<file path="src/rtl/fpu_operand_issue_pkg.sv">
// Shared types for the FPU operand issue path: IEEE-754 single words,
// operand classes and the classifier used when an operand set is captured.
package fpu_operand_issue_pkg;

  typedef logic [31:0] real_t;

  typedef enum logic [2:0] {
    ZERO    = 3'd0,
    SUBNORM = 3'd1,
    NORMAL  = 3'd2,
    INF     = 3'd3,
    QNAN    = 3'd4,
    SNAN    = 3'd5
  } fp_class_t;

  localparam logic [7:0] FP_EXP_MAX = 8'hFF;
  localparam int         FP_QBIT    = 22;

  // Sign bit is irrelevant to the class; only exponent and fraction matter.
  function automatic fp_class_t fp_classify(input real_t a);
    logic [7:0]  e;
    logic [22:0] f;
    e = a[30:23];
    f = a[22:0];
    if (e == 8'h00) begin
      fp_classify = (f == 23'd0) ? ZERO : SUBNORM;
    end else if (e != FP_EXP_MAX) begin
      fp_classify = NORMAL;
    end else if (f == 23'd0) begin
      fp_classify = INF;
    end else if (f[FP_QBIT]) begin
      fp_classify = QNAN;
    end else begin
      fp_classify = SNAN;
    end
  endfunction

endpackage

</file>
<file path="src/rtl/fpu_operand_issue_arg_fifo.sv">
// Generic synchronous FIFO. A push while full is only taken when a pop
// frees the head slot in the same cycle. Storage is not reset.
module fpu_arg_fifo #(
  parameter int DEPTH = 4,
  parameter int W     = 8
) (
  input  logic                   clk,
  input  logic                   rst_n,
  input  logic                   push_i,
  input  logic                   pop_i,
  input  logic [W-1:0]           wdata_i,
  output logic [W-1:0]           rdata_o,
  output logic                   full_o,
  output logic                   empty_o,
  output logic [$clog2(DEPTH):0] level_o
);
  localparam int             AW       = $clog2(DEPTH);
  localparam logic [AW-1:0]  PTR_ONE  = AW'(1);
  localparam logic [AW:0]    LVL_ONE  = (AW+1)'(1);
  localparam logic [AW:0]    LVL_FULL = (AW+1)'(DEPTH);

  logic [W-1:0]  mem_q [DEPTH];
  logic [AW-1:0] wptr_q, rptr_q;
  logic [AW:0]   level_q;
  logic          do_push, do_pop;

  assign empty_o = (level_q == '0);
  assign full_o  = (level_q == LVL_FULL);
  assign level_o = level_q;
  assign rdata_o = mem_q[rptr_q];
  assign do_pop  = pop_i && !empty_o;
  assign do_push = push_i && (!full_o || do_pop);

  // Write the incoming entry into the slot at the write pointer
  always_ff @(posedge clk) begin
    if (do_push) mem_q[wptr_q] <= wdata_i;
  end

  // Advance pointers (natural wrap) and track occupancy separately
  always_ff @(posedge clk or negedge rst_n) begin
    if (!rst_n) begin
      wptr_q  <= '0;
      rptr_q  <= '0;
      level_q <= '0;
    end else begin
      if (do_push) wptr_q <= wptr_q + PTR_ONE;
      if (do_pop)  rptr_q <= rptr_q + PTR_ONE;
      if (do_push && !do_pop)      level_q <= level_q + LVL_ONE;
      else if (do_pop && !do_push) level_q <= level_q - LVL_ONE;
    end
  end

endmodule

</file>
<file path="src/rtl/fpu_operand_issue.sv">
// Turns the level-sampled operand bus into a counted valid/ready stream:
// every change captures, classifies and sequence-tags the operand set.
module fpu_operand_issue
  import fpu_operand_issue_pkg::*;
#(
  parameter int N_ARG = 3,
  parameter int DEPTH = 4
) (
  input  logic                   clk,
  input  logic                   rst_n,
  input  real_t     [N_ARG-1:0]  i_args,
  output logic                   o_valid,
  input  logic                   i_ready,
  output real_t     [N_ARG-1:0]  o_args,
  output fp_class_t [N_ARG-1:0]  o_class,
  output logic [7:0]             o_seq,
  output logic [$clog2(DEPTH):0] o_level,
  output logic                   o_overflow
);
  typedef struct packed {
    real_t     [N_ARG-1:0] args;
    fp_class_t [N_ARG-1:0] cls;
    logic      [7:0]       seq;
  } entry_t;

  localparam int ENTRY_W = $bits(entry_t);

  real_t [N_ARG-1:0] prev_q;
  logic [7:0]        seq_q, seq_d;
  logic              ovf_q, ovf_d;
  logic              push_req, push_ok, pop, full, empty;
  entry_t            wr_entry, rd_entry, head;

  // Change detect: an unknown compare result leaves push_req at 0
  always_comb begin
    push_req = 1'b0;
    if (i_args != prev_q) push_req = 1'b1;
  end

  assign pop     = !empty && i_ready;
  assign push_ok = push_req && (!full || pop);

  // Build the entry: operands, per-operand class and the current tag
  always_comb begin
    wr_entry      = '0;
    wr_entry.args = i_args;
    wr_entry.seq  = seq_q;
    for (int i = 0; i < N_ARG; i++) wr_entry.cls[i] = fp_classify(i_args[i]);
  end

  // Tag advances only on accepted pushes; overflow is sticky on a dropped set
  always_comb begin
    seq_d = push_ok ? seq_q + 8'd1 : seq_q;
    ovf_d = ovf_q | (push_req && full && !pop);
  end

  // Operand history, sequence counter and overflow flag
  always_ff @(posedge clk or negedge rst_n) begin
    if (!rst_n) begin
      prev_q <= '0;
      seq_q  <= '0;
      ovf_q  <= 1'b0;
    end else begin
      prev_q <= i_args;
      seq_q  <= seq_d;
      ovf_q  <= ovf_d;
    end
  end

  fpu_arg_fifo #(
    .DEPTH (DEPTH),
    .W     (ENTRY_W)
  ) u_fifo (
    .clk     (clk),
    .rst_n   (rst_n),
    .push_i  (push_ok),
    .pop_i   (pop),
    .wdata_i (wr_entry),
    .rdata_o (rd_entry),
    .full_o  (full),
    .empty_o (empty),
    .level_o (o_level)
  );

  // Head fields read as zero while nothing is queued (including after reset)
  always_comb begin
    head = empty ? '0 : rd_entry;
  end

  assign o_valid    = !empty;
  assign o_args     = head.args;
  assign o_class    = head.cls;
  assign o_seq      = head.seq;
  assign o_overflow = ovf_q;

endmodule

</file>
<file path="config.mk">
export PLATFORM = sky130hd
export DESIGN_NAME = fpu_operand_issue
export DESIGN_NICKNAME = d
export VERILOG_FILES = /design/src/rtl/fpu_operand_issue_pkg.sv /design/src/rtl/fpu_operand_issue_arg_fifo.sv /design/src/rtl/fpu_operand_issue.sv
export SDC_FILE = /design/constraint.sdc
export NUM_CORES = 1
export LEC_CHECK = 0
export BUFFER_PORTS_ARGS = -buffer_cell sky130_fd_sc_hd__buf_2
export CAP_MARGIN = 20
export CORE_MARGIN = 2
export CORE_UTILIZATION = 45
export DETAILED_ROUTE_END_ITERATION = 10
export PLACE_DENSITY_LB_ADDON = 0.25
export SLEW_MARGIN = 40
export SYNTH_ARGS = -nofsm -noshare
export SYNTH_HDL_FRONTEND = slang
export SYNTH_SLANG_ARGS = --single-unit
export TNS_END_PERCENT = 10
</file>
<file path="constraint.sdc">
create_clock -name clk -period 5.4 [get_ports clk]
set_input_delay 1.08 -clock clk [delete_from_list [all_inputs] [get_ports clk]]
set_output_delay 1.08 -clock clk [all_outputs]
set_load 0.02 [all_outputs]
</file>
==> results.md <==
- The flow ran to the end, and the final reports show no timing, DRC or antenna violations.
- The floorplan has 80 rows.
- Relative to the synthesized area, the layout overhead comes to 17.6%.
- 217 I/O pins were placed.
- The tightest hold path in the finished design has a slack of 0.506 ns.
- Of the total power, the clock network draws 0.230.
- The number of nets handed over by synthesis was 1166.
- Measured along the y axis, the die boundary spans 223 µm.
- IR analysis of the VDD net gives a maximum drop of 0.000359 V.
- In this run the deepest clock path goes through 3 buffers.
- The placeable core region is 47400 µm².
- For this run, the number of Yosys warnings is 0.
- The final critical-path share of the clock period is 0.701.
- Summed over all nets, the switching power comes to 0.00533 W.
- The analysis attributes to cell leakage a power of 9.02 nW.
- The count of final max-slew check failures is 0.
- Data arrives at the worst endpoint at 2.70 ns.
- The share of total power in sequential cells is 0.416.
- The clock tree from TritonCTS is built.
- The non-filler instance count after layout is 1977.
- The number of antenna violations at the first check in global routing was 10.
- For the final routed database, the setup TNS stands at 0 ns.
- The share of the Yosys chip area taken by registers is 0.761.
- The net count of the finished layout is 1420.
- On the critical path the largest part of the delay comes from simple AND/OR/NAND/NOR gates.
- Setup repair after global routing left no endpoint under its margin.
- On the worst path, the slowest cell contributes a delay of 0.65 ns.
- Entering global routing, the biggest net connects 72 pins.
- The length of the first detailed-routing pass in iterations is 5.
- In the final layout, the multi-input gates occupy 5000 µm².
- The number of setup buffers added after CTS is 0.
- Across the routed clock network, the largest skew measured is 0.0211 ns.
- The clock latency on the worst-skew pair is 0.60 ns.
- Cell internal power was estimated by the tool at 0.0107 W.
- Of the total power, combinational logic draws 0.354.
- Detailed routing inserted a total of 10700 vias.
- In this run the tightest slew margin relative to its limit is 0.461.
- Summing all flip-flop and latch instances after layout gives 16400 µm².
- The number of DRC markers after the initial detailed-route iteration is 810.
- In the layout the commonest cells are 452 x edfxtp_1, 215 x buf_2, 113 x mux4_2, 113 x and2_1, 110 x dfrtp_1.
- The required time at the endpoint of the critical path is 4.32 ns.
- The number of global-route vias before repair was 11200.
- On the critical path, the stage with the largest delay is an instance of or3_4.
- After synthesis, the mean cell area works out to 20.3 µm².
- The switching share of power is 0.333.
- In this run, synthesis produced a sequential element count of 564.
- Synthesis instantiated 31 different standard cells from the library.
- Global routing finished with a remaining overflow of 0.
- Across every metal layer, demand over resource in global routing totals 0.199.
- The last weighted congestion value of the routability-driven placer is 0.763.
- The total power of the final layout is 0.0160 W.
- The clock tree root driver cell is clkbuf_16.
- The number of violations of the max-capacitance limit is 0.
- Based on the critical path, the design can be clocked at up to 264 MHz.
- The clock period minus final worst setup slack is 3.78 ns.
- The synthesized netlist occupies a cell area of 21500 µm².
- In the routed design, unresolved DRC markers number 0.
- Detailed placement ended at an HPWL of 31800 µm.
- The die footprint is 49600 µm².
- The transition time of the tightest slew-check pin is 0.808 ns.
- For this design the ratio of total power to cell area is 632 nW/µm².
- In the final layout, the share of cells above drive strength 1 is 0.323.
- TritonCTS created 55 clock buffers.
- The starting density of the core is 0.454.
- The type of element capturing the critical path is an output pin.
- The number of filler instances in the final layout is 3798.
- Dividing the detail-routed wire length by the instance count gives 24.7 µm.
- The number of input and output port buffers inserted is 216.
- In this run the worst path has a maximum fanout of 66.
- The number of buffers inserted for hold repair after clock tree synthesis is 0.
- The critical path contains buffers and inverters numbering 2 combined.
- The final-report setup violation count is 0.
- In this run the remaining antenna-violating nets after routing total 0.
- After clock tree synthesis, the repair step resized 0 gates.
- Counting every sink on the clock net gives 564.
- Summed over all layers, the routed wires come to 48800 µm.
- The type of the most critical hold path is in2async.
- The type of the worst setup path is reg2out.
- At the end of the flow the core is filled with cells to 0.534.
- CTS built an H-tree with a depth of 2.
- The number of hold violations in the final report is 0.
- In the synthesized netlist, the number of instances is 1060.
- The critical path goes through or3_4 > buf_4 > and2_1 > buf_2.
- The die is 223 µm wide.
- STA classifies the critical path startpoint as a flop.
- The commonest non-fill, non-tap cell in the layout is edfxtp_1.
- The first-pass GRT wire length is 72600 µm.
- The via density per instance is 5.41.
- The clock-pin slew on the worst setup and hold paths is 0.06 ns.
- Once placement completed, the tool counted placed cells totaling 1872.
[state kept, by name (all words and copies together) (netlist names)]
| register | cells |
|---|---|
| o_overflow | 1 |
| prev_q | 96 |
| seq_q | 8 |
| u_fifo.level_o | 3 |
| u_fifo.mem_q | 452 |
| u_fifo.rptr_q | 2 |
| u_fifo.wptr_q | 2 |
[area by class of cell]
cell class                      instances  share of cell area
Inverter                                3            0.000445
Timing Repair Buffer                  237              0.0556
Multi-Input combinational cell        453               0.197
Sequential cell                       564               0.647
Tap cell                              615              0.0304
Clock inverter                         24             0.00781
Clock buffer                           78              0.0610
Antenna cell                            3            0.000297
[per-layer routing]
layer | up-vias | global-route usage | wire (µm)
li1 | 4683 | - | -
met3 | 65 | 0.0386 | 2900
met1 | 5614 | 0.290 | 21700
met4 | 12 | 0.0500 | 744
met2 | 320 | 0.313 | 23400
met5 | - | 0 | 75
[power by group through the flow]
stage                     Combinational, W  Clock, W  Sequential, W
after global placement             0.00559         0        0.00685
final                              0.00567   0.00368        0.00665
after detailed placement           0.00583         0        0.00675
after CTS                          0.00585   0.00376        0.00667
after global routing               0.00609   0.00392        0.00676
after floorplan                    0.00372         0        0.00674
[through the flow]
| step | setup WS, ns | cell area, µm² |
|---|---|---|
| global placement | 1.15 | 23500 |
| global route | 1.39 | 25300 |
| finish | 1.62 | 25300 |
| detailed placement | 1.11 | 23600 |
| floorplan | 0.421 | 21500 |
| CTS | 1.50 | 25300 |
[synth_stat cells (all sizes together)]
master	instances	area [µm²]
a21o	1	7.51
a21oi	4	23.8
and2	117	732
and3	3	18.8
buf	14	75.1
clkbuf	26	97.6
dfrtp	112	2800
edfxtp	452	13600
fa	1	20.0
ha	6	75.1
inv	3	11.3
mux2	2	22.5
mux4	113	2540
nand2	11	48.8
nand3	1	5.00
nand4	19	119
nor2	8	30.0
nor3	3	15.0
nor4	46	294
nor4b	1	8.76
o21ai	1	5.00
o22ai	3	18.8
or2	3	18.8
or3	1	6.26
xnor2	10	87.6
xor2	99	867
[worst paths after layout]
check	slack (ns)	end	start	cells after the start
setup / recovery	1.62	o_class[1]	u_fifo.level_o[0]	4
hold / removal	0.51	prev_q[94]	rst_n	1
setup reg to reg	2.21	u_fifo.level_o[1]	prev_q[50]	9
hold reg to reg	0.56	o_overflow	o_overflow	1
max in group asynchronous	3.83	prev_q[31]	rst_n	2
min in group clk	0.56	o_overflow	o_overflow	1
[cells by family after synthesis]
logic type	synth area share
compound gates	0.00256
simple gates	0.0602
xor+xnor	0.0443
flops	0.761
mux	0.119
fa+ha+maj	0.00442
buf+inv	0.00854
Power figures use the tool's default switching activity.
